<file path="src/rtl/operand_stage_r32i_pkg.sv">
// Shared RV32I decode constants and the alucodesR32I operation-code macros used by aluR32I.
`ifndef ALUCODES_R32I_DEFS
`define ALUCODES_R32I_DEFS
`define ADD  4'd0
`define SUB  4'd1
`define SSL  4'd2
`define SLT  4'd3
`define SLTU 4'd4
`define XOR  4'd5
`define SSR  4'd6
`define SRA  4'd7
`define OR   4'd8
`define AND  4'd9
`endif

package r32i_pkg;

    typedef logic [4:0] reg_idx_t;

    localparam logic [6:0] OP_R   = 7'b0110011;
    localparam logic [6:0] OP_IMM = 7'b0010011;
    localparam logic [6:0] OP_LUI = 7'b0110111;

    localparam logic [2:0] F3_ADD  = 3'b000;
    localparam logic [2:0] F3_SLL  = 3'b001;
    localparam logic [2:0] F3_SLT  = 3'b010;
    localparam logic [2:0] F3_SLTU = 3'b011;
    localparam logic [2:0] F3_XOR  = 3'b100;
    localparam logic [2:0] F3_SR   = 3'b101;
    localparam logic [2:0] F3_OR   = 3'b110;
    localparam logic [2:0] F3_AND  = 3'b111;

    localparam logic [6:0] F7_BASE = 7'h00;
    localparam logic [6:0] F7_ALT  = 7'h20;

endpackage

</file>
<file path="src/rtl/operand_stage_r32i_if.sv">
// Handshake, instruction, write-back and ALU-operand bundle of the operand stage.
interface operand_stage_r32i_if
    import r32i_pkg::*;
#(
    parameter int dataW = 32
);
    logic             in_valid;
    logic             in_ready;
    logic [31:0]      instr;
    logic             wb_en;
    reg_idx_t         wb_rd;
    logic [dataW-1:0] wb_data;
    logic             out_valid;
    logic             out_ready;
    logic [dataW-1:0] A;
    logic [dataW-1:0] B;
    logic [3:0]       alucode;
    reg_idx_t         rd;
    logic             illegal;

    modport master (
        output in_valid, instr, wb_en, wb_rd, wb_data, out_ready,
        input  in_ready, out_valid, A, B, alucode, rd, illegal
    );

    modport slave (
        input  in_valid, instr, wb_en, wb_rd, wb_data, out_ready,
        output in_ready, out_valid, A, B, alucode, rd, illegal
    );
endinterface

</file>
<file path="src/rtl/operand_stage_r32i_regfile.sv">
// Integer register file: two combinational read ports, one write port, x0 hardwired to zero.
module regfile_r32i
    import r32i_pkg::*;
#(
    parameter int dataW = 32,
    parameter int regN  = 32
) (
    input  logic             clock,
    input  logic             reset,
    input  reg_idx_t         rd_addr1,
    output logic [dataW-1:0] rd_data1,
    input  reg_idx_t         rd_addr2,
    output logic [dataW-1:0] rd_data2,
    input  logic             wr_en,
    input  reg_idx_t         wr_addr,
    input  logic [dataW-1:0] wr_data
);
    logic [dataW-1:0] regs_q [regN];
    logic [dataW-1:0] regs_d [regN];

    always_comb begin
        regs_d = regs_q;
        if (wr_en && wr_addr != '0) regs_d[wr_addr] = wr_data;
    end

    always_ff @(posedge clock or negedge reset) begin
        if (!reset) begin
            for (int i = 0; i < regN; i++) regs_q[i] <= '0;
        end else begin
            regs_q <= regs_d;
        end
    end

    assign rd_data1 = (rd_addr1 == '0) ? '0 : regs_q[rd_addr1];
    assign rd_data2 = (rd_addr2 == '0) ? '0 : regs_q[rd_addr2];
endmodule

</file>
<file path="src/rtl/operand_stage_r32i.sv">
// Decode/operand-fetch stage ahead of aluR32I: decodes RV32I ALU ops, reads the register file, registers A/B/alucode/rd.
// Define WB_BYPASS_EN to forward a same-cycle write-back into the fetched operands.
module operand_stage_r32i
    import r32i_pkg::*;
#(
    parameter int dataW = 32,
    parameter int regN  = 32
) (
    input logic                 clock,
    input logic                 reset,
    operand_stage_r32i_if.slave bus
);
    logic [6:0]       opcode, funct7;
    logic [2:0]       funct3;
    reg_idx_t         rs1_idx, rs2_idx, rd_idx;
    logic [dataW-1:0] rf_rd1, rf_rd2, rs1_val, rs2_val;
    logic [dataW-1:0] imm_i, imm_u, shamt;
    logic             in_ready, take;

    logic             dec_ill;
    logic [dataW-1:0] dec_a, dec_b;
    logic [3:0]       dec_code;
    reg_idx_t         dec_rd;

    logic             out_valid_q, out_valid_d;
    logic [dataW-1:0] a_q, a_d, b_q, b_d;
    logic [3:0]       alucode_q, alucode_d;
    reg_idx_t         rd_q, rd_d;
    logic             illegal_q, illegal_d;

    assign opcode  = bus.instr[6:0];
    assign rd_idx  = bus.instr[11:7];
    assign funct3  = bus.instr[14:12];
    assign rs1_idx = bus.instr[19:15];
    assign rs2_idx = bus.instr[24:20];
    assign funct7  = bus.instr[31:25];
    assign imm_i   = {{(dataW-12){bus.instr[31]}}, bus.instr[31:20]};
    assign imm_u   = dataW'({bus.instr[31:12], 12'b0});
    assign shamt   = dataW'(bus.instr[24:20]);

    regfile_r32i #(.dataW(dataW), .regN(regN)) u_regfile (
        .clock    (clock),
        .reset    (reset),
        .rd_addr1 (rs1_idx),
        .rd_data1 (rf_rd1),
        .rd_addr2 (rs2_idx),
        .rd_data2 (rf_rd2),
        .wr_en    (bus.wb_en),
        .wr_addr  (bus.wb_rd),
        .wr_data  (bus.wb_data)
    );

    always_comb begin
        rs1_val = rf_rd1;
        rs2_val = rf_rd2;
`ifdef WB_BYPASS_EN
        // The file only updates at the edge, so a write racing this read is forwarded here.
        if (bus.wb_en && bus.wb_rd != '0 && bus.wb_rd == rs1_idx) rs1_val = bus.wb_data;
        if (bus.wb_en && bus.wb_rd != '0 && bus.wb_rd == rs2_idx) rs2_val = bus.wb_data;
`endif
    end

    always_comb begin
        dec_ill  = 1'b0;
        dec_a    = rs1_val;
        dec_b    = rs2_val;
        dec_code = `ADD;
        dec_rd   = rd_idx;
        case (opcode)
            OP_R: begin
                case ({funct7, funct3})
                    {F7_BASE, F3_ADD}:  dec_code = `ADD;
                    {F7_ALT,  F3_ADD}:  dec_code = `SUB;
                    {F7_BASE, F3_SLL}:  dec_code = `SSL;
                    {F7_BASE, F3_SLT}:  dec_code = `SLT;
                    {F7_BASE, F3_SLTU}: dec_code = `SLTU;
                    {F7_BASE, F3_XOR}:  dec_code = `XOR;
                    {F7_BASE, F3_SR}:   dec_code = `SSR;
                    {F7_ALT,  F3_SR}:   dec_code = `SRA;
                    {F7_BASE, F3_OR}:   dec_code = `OR;
                    {F7_BASE, F3_AND}:  dec_code = `AND;
                    default:            dec_ill  = 1'b1;
                endcase
            end
            OP_IMM: begin
                dec_b = imm_i;
                case (funct3)
                    F3_ADD:  dec_code = `ADD;
                    F3_SLT:  dec_code = `SLT;
                    F3_SLTU: dec_code = `SLTU;
                    F3_XOR:  dec_code = `XOR;
                    F3_OR:   dec_code = `OR;
                    F3_AND:  dec_code = `AND;
                    F3_SLL: begin
                        dec_b = shamt;
                        if (funct7 == F7_BASE) dec_code = `SSL;
                        else                   dec_ill  = 1'b1;
                    end
                    default: begin
                        dec_b = shamt;
                        if (funct7 == F7_BASE)     dec_code = `SSR;
                        else if (funct7 == F7_ALT) dec_code = `SRA;
                        else                       dec_ill  = 1'b1;
                    end
                endcase
            end
            OP_LUI: begin
                dec_a = '0;
                dec_b = imm_u;
            end
            default: dec_ill = 1'b1;
        endcase
        // Illegal words still travel down the pipe, but as a harmless ADD x0,0,0.
        if (dec_ill) begin
            dec_a    = '0;
            dec_b    = '0;
            dec_code = `ADD;
            dec_rd   = '0;
        end
    end

    assign in_ready = !out_valid_q || bus.out_ready;
    assign take     = bus.in_valid && in_ready;

    always_comb begin
        out_valid_d = out_valid_q;
        a_d         = a_q;
        b_d         = b_q;
        alucode_d   = alucode_q;
        rd_d        = rd_q;
        illegal_d   = illegal_q;
        if (take) begin
            out_valid_d = 1'b1;
            a_d         = dec_a;
            b_d         = dec_b;
            alucode_d   = dec_code;
            rd_d        = dec_rd;
            illegal_d   = dec_ill;
        end else if (bus.out_ready) begin
            out_valid_d = 1'b0;
        end
    end

    always_ff @(posedge clock or negedge reset) begin
        if (!reset) begin
            out_valid_q <= 1'b0;
            a_q         <= '0;
            b_q         <= '0;
            alucode_q   <= `ADD;
            rd_q        <= '0;
            illegal_q   <= 1'b0;
        end else begin
            out_valid_q <= out_valid_d;
            a_q         <= a_d;
            b_q         <= b_d;
            alucode_q   <= alucode_d;
            rd_q        <= rd_d;
            illegal_q   <= illegal_d;
        end
    end

    assign bus.in_ready  = in_ready;
    assign bus.out_valid = out_valid_q;
    assign bus.A         = a_q;
    assign bus.B         = b_q;
    assign bus.alucode   = alucode_q;
    assign bus.rd        = rd_q;
    assign bus.illegal   = illegal_q;
endmodule
</file>
<file path="src/flat_wrapper.sv">
// flat-port wrapper written by rule: the top's interface ports become plain ports
module operand_stage_r32i_flat import r32i_pkg::*;
#(
    parameter int dataW = 32,
    parameter int regN  = 32
)
  (clock, reset, bus_in_valid, bus_instr, bus_wb_en, bus_wb_rd, bus_wb_data, bus_out_ready, bus_in_ready, bus_out_valid, bus_A, bus_B, bus_alucode, bus_rd, bus_illegal);
  operand_stage_r32i_if #(.dataW(dataW)) bus_i ();
  input logic clock;
  input logic reset;
  input wire logic [$bits(bus_i.in_valid)-1:0] bus_in_valid;
  input wire logic [$bits(bus_i.instr)-1:0] bus_instr;
  input wire logic [$bits(bus_i.wb_en)-1:0] bus_wb_en;
  input wire logic [$bits(bus_i.wb_rd)-1:0] bus_wb_rd;
  input wire logic [$bits(bus_i.wb_data)-1:0] bus_wb_data;
  input wire logic [$bits(bus_i.out_ready)-1:0] bus_out_ready;
  output wire logic [$bits(bus_i.in_ready)-1:0] bus_in_ready;
  output wire logic [$bits(bus_i.out_valid)-1:0] bus_out_valid;
  output wire logic [$bits(bus_i.A)-1:0] bus_A;
  output wire logic [$bits(bus_i.B)-1:0] bus_B;
  output wire logic [$bits(bus_i.alucode)-1:0] bus_alucode;
  output wire logic [$bits(bus_i.rd)-1:0] bus_rd;
  output wire logic [$bits(bus_i.illegal)-1:0] bus_illegal;
  assign bus_i.in_valid = bus_in_valid;
  assign bus_i.instr = bus_instr;
  assign bus_i.wb_en = bus_wb_en;
  assign bus_i.wb_rd = bus_wb_rd;
  assign bus_i.wb_data = bus_wb_data;
  assign bus_i.out_ready = bus_out_ready;
  assign bus_in_ready = bus_i.in_ready;
  assign bus_out_valid = bus_i.out_valid;
  assign bus_A = bus_i.A;
  assign bus_B = bus_i.B;
  assign bus_alucode = bus_i.alucode;
  assign bus_rd = bus_i.rd;
  assign bus_illegal = bus_i.illegal;
  operand_stage_r32i #(.dataW(dataW), .regN(regN)) u_core (.clock(clock), .reset(reset), .bus(bus_i));
endmodule
</file>
<file path="config.mk">
export PLATFORM = sky130hd
export DESIGN_NAME = operand_stage_r32i_flat
export DESIGN_NICKNAME = d
export VERILOG_FILES = /design/src/rtl/operand_stage_r32i_pkg.sv /design/src/rtl/operand_stage_r32i_if.sv /design/src/rtl/operand_stage_r32i_regfile.sv /design/src/rtl/operand_stage_r32i.sv /design/src/flat_wrapper.sv
export SDC_FILE = /design/constraint.sdc
export NUM_CORES = 2
export LEC_CHECK = 0
export CAP_MARGIN = 10
export CORE_AREA = 2 2 362 364
export DETAILED_ROUTE_END_ITERATION = 8
export DIE_AREA = 0 0 364 366
export GPL_ROUTABILITY_DRIVEN = 0
export MAX_ROUTING_LAYER = met4
export SYNTH_ARGS = -nofsm -noshare
export SYNTH_HDL_FRONTEND = slang
export SYNTH_SLANG_ARGS = --single-unit
</file>
<file path="constraint.sdc">
create_clock -name clock -period 2.19 [get_ports clock]
set_input_delay 0.219 -clock clock [delete_from_list [all_inputs] [get_ports clock]]
set_output_delay 0.219 -clock clock [all_outputs]
set_load 0.1 [all_outputs]
</file>
Word-level counts from Yosys, hierarchy flattened
Index checks and enable logic that the tools add are counted.

Register bits after elaboration: 1099. Input bits: 74. Logic and storage cells: 110.

Magnitude comparators: 4. Eq/ne operators: 19. Multiplexer cells: 32. Bitwise gates (word level): 3. Reductions and logical operators: 14.

Operators by type and width (number): 1024-bit bitwise mux (1); 32-bit 2-to-1 mux (11); 32-bit binary-select mux with 5-bit select (2); 32-bit demux with 5-bit select (1); 32-bit one-hot mux with 2 select lines (1); 10-bit by 3-bit == test with 1-bit output (second input constant) (4); 4-bit one-hot mux with 9 select lines (1); 4-bit one-hot mux with 7 select lines (1); 7-bit by 6-bit == test with 1-bit output (second input constant) (3); 10-bit by 2-bit == test with 1-bit output (second input constant) (2); 10-bit by 9-bit == test with 1-bit output (second input constant) (2); 6-bit greater-or-equal comparator (second input constant) (3); 5-bit NOT with 6-bit output (3); 10-bit by 1-bit == test with 1-bit output (second input constant) (1); 10-bit logical NOT (1); 5-bit logical NOT (2); 10-bit OR reduction (1); 3-bit == test (second input constant) (3); 4-bit 2-to-1 mux (2); 4-bit one-hot mux with 2 select lines (1); 7-bit by 5-bit == test with 1-bit output (second input constant) (1); 7-bit logical NOT (1); 3-bit by 2-bit == test with 1-bit output (second input constant) (2); 6-bit by 1-bit < comparator with 1-bit output (second input constant) (1); other kinds (14) (21).

Longest topological paths before layout
Depth in word-level cells: 7. Depth in mapped cells: 10.

Modules after synthesis
From an unflattened synthesis, not the netlist that was laid out.

Cells, all modules: 4047. Area total of the unflattened synthesis: 58159.5 um^2.

Modules (own cells, without submodules): regfile_r32i (instances 1, cells each 3664, area each 54348.4 um^2); operand_stage_r32i (instances 1, cells each 383, area each 3811.2 um^2).

Least setup slack after synthesis
No wires, ideal clock.

Path kind: register to register. Start: register u_core.out_valid_q (netlist: u_core.bus.out_valid). End: register u_core.b_q[29] (netlist: u_core.bus.B[29]). Setup time: 0.088 ns. Data arrival time: 3.103 ns. Required time: 2.102 ns. Slack: -1.001 ns. Stages on the path, launching flop included: 7. Buffers on the path: 2. Clock period less this slack: 3.191 ns. Cell sequence: dfrtp_1 nand2b_1 nand2_1 clkbuf_1 clkbuf_1 a32oi_1 a41oi_1.

Word-level cells in the longest chain between the ends: 3.

RTL lines: start: declaration (line operand_stage_r32i.sv:25) `logic out_valid_q, out_valid_d;`; start signal: assignment (line operand_stage_r32i.sv:153) `out_valid_q <= out_valid_d;`; 1-bit logical NOT (line operand_stage_r32i.sv:122) `assign in_ready = !out_valid_q || bus.out_ready;`; 1-bit logical OR (line operand_stage_r32i.sv:122); named net bus_in_ready (line flat_wrapper.sv:17) `output wire logic [$bits(bus_i.in_ready)-1:0] bus_in_ready;`; 1-bit logical AND (line operand_stage_r32i.sv:123) `assign take = bus.in_valid && in_ready;`; end signal: assignment (line operand_stage_r32i.sv:148) `b_q <= '0;`; end signal: assignment (line operand_stage_r32i.sv:155) `b_q <= b_d;`; end: declaration (line operand_stage_r32i.sv:26) `logic [dataW-1:0] a_q, a_d, b_q, b_d;`.

The timed path passes the listed nets, and every way through them passes these cells. A chain may end at the register's enable or synchronous reset.

Worst setup path in the final report
Start: register u_core.u_regfile.regs_q[517] in the netlist's numbering. End: register u_core.b_q[5] (netlist: u_core.bus.B[5]).

Word-level cells in the longest chain between the ends: 6.

RTL lines: start: declaration (line operand_stage_r32i_regfile.sv:18) `logic [dataW-1:0] regs_q [regN];`; start signal: assignment (line operand_stage_r32i_regfile.sv:30) `regs_q <= regs_d;`; 32-bit binary-select mux with 5-bit select (line operand_stage_r32i_regfile.sv:35) `assign rd_data2 = (rd_addr2 == '0) ? '0 : regs_q[rd_addr2];`; 32-bit 2-to-1 mux (not written as such) (2 in a row) (line operand_stage_r32i_regfile.sv:35); 32-bit 2-to-1 mux (line operand_stage_r32i_regfile.sv:35); 32-bit one-hot mux with 2 select lines (line operand_stage_r32i.sv:69) `case (opcode)`; 32-bit 2-to-1 mux (line operand_stage_r32i.sv:114) `if (dec_ill) begin`.

Every way passes these cells. The select of a mux whose other input is x is not followed.

==> impl_metrics.env <==
export IMPL_clock_root_buffer="clkbuf_16"
export IMPL_ys_async_sr_fraction=1.00
export IMPL_synth_distinct_cells=68
export IMPL_yosys_area_top_type_share=0.476
export IMPL_ir_drop_mv=0.680
export IMPL_cts_buffers=120
export IMPL_num_io_pins=150
export IMPL_worstPathRequired_ns=2.81
export IMPL_rows=132
export IMPL_hold_end="u_core.bus.rd[4]"
export IMPL_post_route_period_util=0.986
export IMPL_grt_pass1_wl_um=304000
export IMPL_yosys_top_cells_area="dfrtp_1 48%, mux2_2 20%, mux4_2 14%"
export IMPL_wl_per_cell_um=33.3
export IMPL_grt_util_met3=0.0685
export IMPL_cp_max_fo=3
export IMPL_holdPathStages=2
export IMPL_clk_path_buf_depth=3
export IMPL_antenna_found_initial=4
export IMPL_fin_ws_ns=0.0305
export IMPL_r2r_setup_slack_ns=0.03
export IMPL_slew_headroom=0.113
export IMPL_cts_clk_slew_worst_paths_ns=0.06
export IMPL_slew_viol_final=0
export IMPL_drtAntennaViolNets=0
export IMPL_grt_use_total=0.326
export IMPL_initial_utilization=0.447
export IMPL_pre_cts_ws_ns=-0.725
export IMPL_fp_dieH_um=366
export IMPL_synth_cells=4039
export IMPL_dieArea_mm2=0.133
export IMPL_worst_hold_slack_ns=0.0628
export IMPL_setup_viol=0
export IMPL_clock_sinks=1099
export IMPL_dpl_hpwl_um=148000
export IMPL_critPathSlowestCell="mux4_2"
export IMPL_leakagePower_uw=0.0311
export IMPL_gr_total_overflow=0
export IMPL_synth_flop_cell="dfrtp_1"
export IMPL_reg2reg_to="u_core.bus.B[5]"
export IMPL_reg2regPathDepth=5
export IMPL_min_path_type="primary input to register"
export IMPL_p_seq_frac=0.443
export IMPL_power_switching_uw=16800
export IMPL_drive_gt1_frac=0.512
export IMPL_synth_top_area_cell="dfrtp_1"
export IMPL_use_met1=0.467
export IMPL_synth_edf_count=0
export IMPL_cts_tree="done"
export IMPL_powerDensity_mw_per_mm2=856
export IMPL_drc_errors=0
export IMPL_area_growth_pct=21.6
export IMPL_fillers=10600
export IMPL_numPortBuffers=149
export IMPL_mappedNetlistArea_mm2=0.0577
export IMPL_drt_wl_total_um=210000
export IMPL_crit_chain="mux4_2 > a22o_1 > a221o_1 > nor3_1 > o21ai_1"
export IMPL_vias_per_cell=6.53
export IMPL_firstDrtPassIters=5
export IMPL_core_area_mm2=0.129
export IMPL_worstSetupEndpointType="register"
export IMPL_reg2reg_from="u_core.u_regfile.regs_q[517]"
export IMPL_syn_mean_instance_area_um2=14.3
export IMPL_post_route_min_period_ns=2.16
export IMPL_clk_latency_ns=0.77
export IMPL_grt_max_degree=97
export IMPL_arrival_ns=2.78
export IMPL_synth_fp_nets=4113
export IMPL_rsz0062_at_grt="no"
export IMPL_yosysWarnings=0
export IMPL_power_uw=60100
export IMPL_slowest_delay_ns=0.49
export IMPL_die_w_um=364
export IMPL_worst_pin_slew_ns=1.32
export IMPL_nets=4550
export IMPL_ys_seq_area_frac=0.476
export IMPL_fmax_mhz=463
export IMPL_internal_power_uw=43300
export IMPL_pwr_share_clk=0.353
export IMPL_grt_pass1_vias=41200
export IMPL_fin_skew_ns=0.0287
export IMPL_busiest_layer="met1"
export IMPL_drt_iter0_markers=4920
export IMPL_critPathLaunchType="register"
export IMPL_crit_type="register to register"
export IMPL_holdCritStartpoint="bus_instr[11]"
export IMPL_maxCapViolations=0
export IMPL_sw_frac_of_total=0.279
export IMPL_power_frac_comb=0.204
export IMPL_hold_viol_final=0
export IMPL_yosys_register_bits=1099
export IMPL_htree_num_levels=3
export IMPL_outcome="finished clean"
export IMPL_use_met2=0.467
export IMPL_via_count=41300
placed cells by master (no fill, tap or decap), types with 8 or more instances in the layout:
| cell type | n |
|---|---|
| mux4_2 | 364 |
| clkinvlp_4 | 9 |
| nor2_1 | 28 |
| nand2_1 | 36 |
| o211ai_1 | 10 |
| o21ai_0 | 84 |
| a32oi_1 | 15 |
| a21oi_1 | 23 |
| mux2_2 | 1004 |
| clkbuf_16 | 121 |
| bufinv_16 | 10 |
| clkinv_2 | 20 |
| a221oi_1 | 96 |
| a221oi_2 | 10 |
| clkbuf_8 | 30 |
| a22o_1 | 79 |
| o22ai_1 | 22 |
| a22oi_1 | 92 |
| a2111oi_0 | 10 |
| buf_12 | 167 |
| nand2_2 | 15 |
| nor2_4 | 19 |
| nand4_1 | 12 |
| buf_4 | 525 |
| clkdlybuf4s50_1 | 67 |
| and2_1 | 9 |
| and3_1 | 14 |
| dfrtp_1 | 1098 |
| nand2b_1 | 8 |
| a211oi_1 | 18 |
| clkbuf_1 | 20 |
| nand3_1 | 90 |
| nor3_1 | 11 |
| mux2i_1 | 302 |
| nor2b_1 | 13 |
kinds of logic after synthesis:
group | count (synthesis) | synth area share
XOR/XNOR | 3 | 0.000455
AO/OA/AOI/OAI | 508 | 0.0677
flip-flops | 1099 | 0.476
buffers and inverters | 458 | 0.0376
multiplexers | 1670 | 0.390
AND/OR/NAND/NOR | 301 | 0.0276
worst max-delay path, delay by kind of cell (launching register included):
family | cells | cell delay, ns
compound gates | 3 | 0.69
mux | 1 | 0.49
simple gates | 1 | 0.45
flops | 1 | 0.39
power groups by stage:
stage          combinational, uW  clock (uW)  sequential (uW)
2_1_floorplan               8180           0            26000
3_3_place_gp               12000           0            26600
3_5_place_dp               12100           0            26800
4_1_cts                    12200       21400            26500
5_1_grt                    13000       22300            27000
6_report                   12300       21200            26600
per-layer routing:
metal / part of all wire / up-vias
met4: 0.030 / 0
met2: 0.44 / 2095
li1: - / 16600
met1: 0.43 / 22200
met5: 0 / -
met3: 0.095 / 369
worst max path at each step:
| stage | from | end | slack (ns) |
|---|---|---|---|
| finish | u_core.u_regfile.regs_q[517] | u_core.bus.B[5] | 0.03 |
| global route | u_core.u_regfile.regs_q[74] | u_core.bus.A[10] | 0.007 |
| CTS | u_core.u_regfile.regs_q[517] | u_core.bus.B[5] | 0.07 |
| detailed placement | bus_instr[24] | u_core.bus.B[5] | -0.72 |
| global placement | bus_instr[24] | u_core.bus.B[5] | -0.74 |
| floorplan | u_core.bus.out_valid | u_core.bus.B[29] | 0.09 |
timing repair:
item                                   4_1_cts  5_1_grt
setup buffers                                0        0
hold buffers                                 2        0
gates resized for setup                      0        1
endpoints found under the hold margin      513        0
setup endpoints to repair                    0        1
stage by stage:
step / setup TNS (ns) / cell area [um2] / std cells / utilization
finish: 0 / 70200 / 6317 / 0.544
detailed placement: -101.77 / 66000 / 6094 / 0.512
global placement: -95.49 / 66000 / 6094 / 0.512
floorplan: 0 / 57700 / 4039 / -
global route: 0 / 70200 / 6317 / 0.544
CTS: 0 / 70200 / 6315 / 0.544
synthesized netlist by cell type (all sizes together), types with 11 or more instances:
master	n
a2111oi	11
a211oi	18
a21oi	23
a221oi	106
a22o	79
a22oi	92
a32oi	15
and3	15
buf	219
clkbuf	232
dfrtp	1099
mux2	1004
mux2i	302
mux4	364
nand2	52
nand3	91
nand4	12
nor2	47
nor2b	17
nor3	13
o21ai	91
o22ai	22
area by class of cell:
| class | count | area, um2 | share of cell area |
|---|---|---|---|
| Multi-Input combinational cell | 2482 | 28300 | 0.404 |
| Tap cell | 1742 | 2180 | 0.0311 |
| Antenna cell | 2 | 5.00 | 0.0000713 |
| Clock buffer | 171 | 3520 | 0.0501 |
| Inverter | 7 | 26.3 | 0.000374 |
| Timing Repair Buffer | 766 | 8050 | 0.115 |
| Sequential cell | 1099 | 27500 | 0.392 |
| Clock inverter | 48 | 573 | 0.00817 |
sequential cells by signal, summed over array words and instances (netlist names):
signal	flops
u_core.bus.out_valid	1
u_core.bus.illegal	1
u_core.bus.A	32
u_core.bus.B	32
u_core.bus.alucode	4
u_core.bus.rd	5
u_core.u_regfile.regs_q	1024
(Power assumes the default switching activity.)
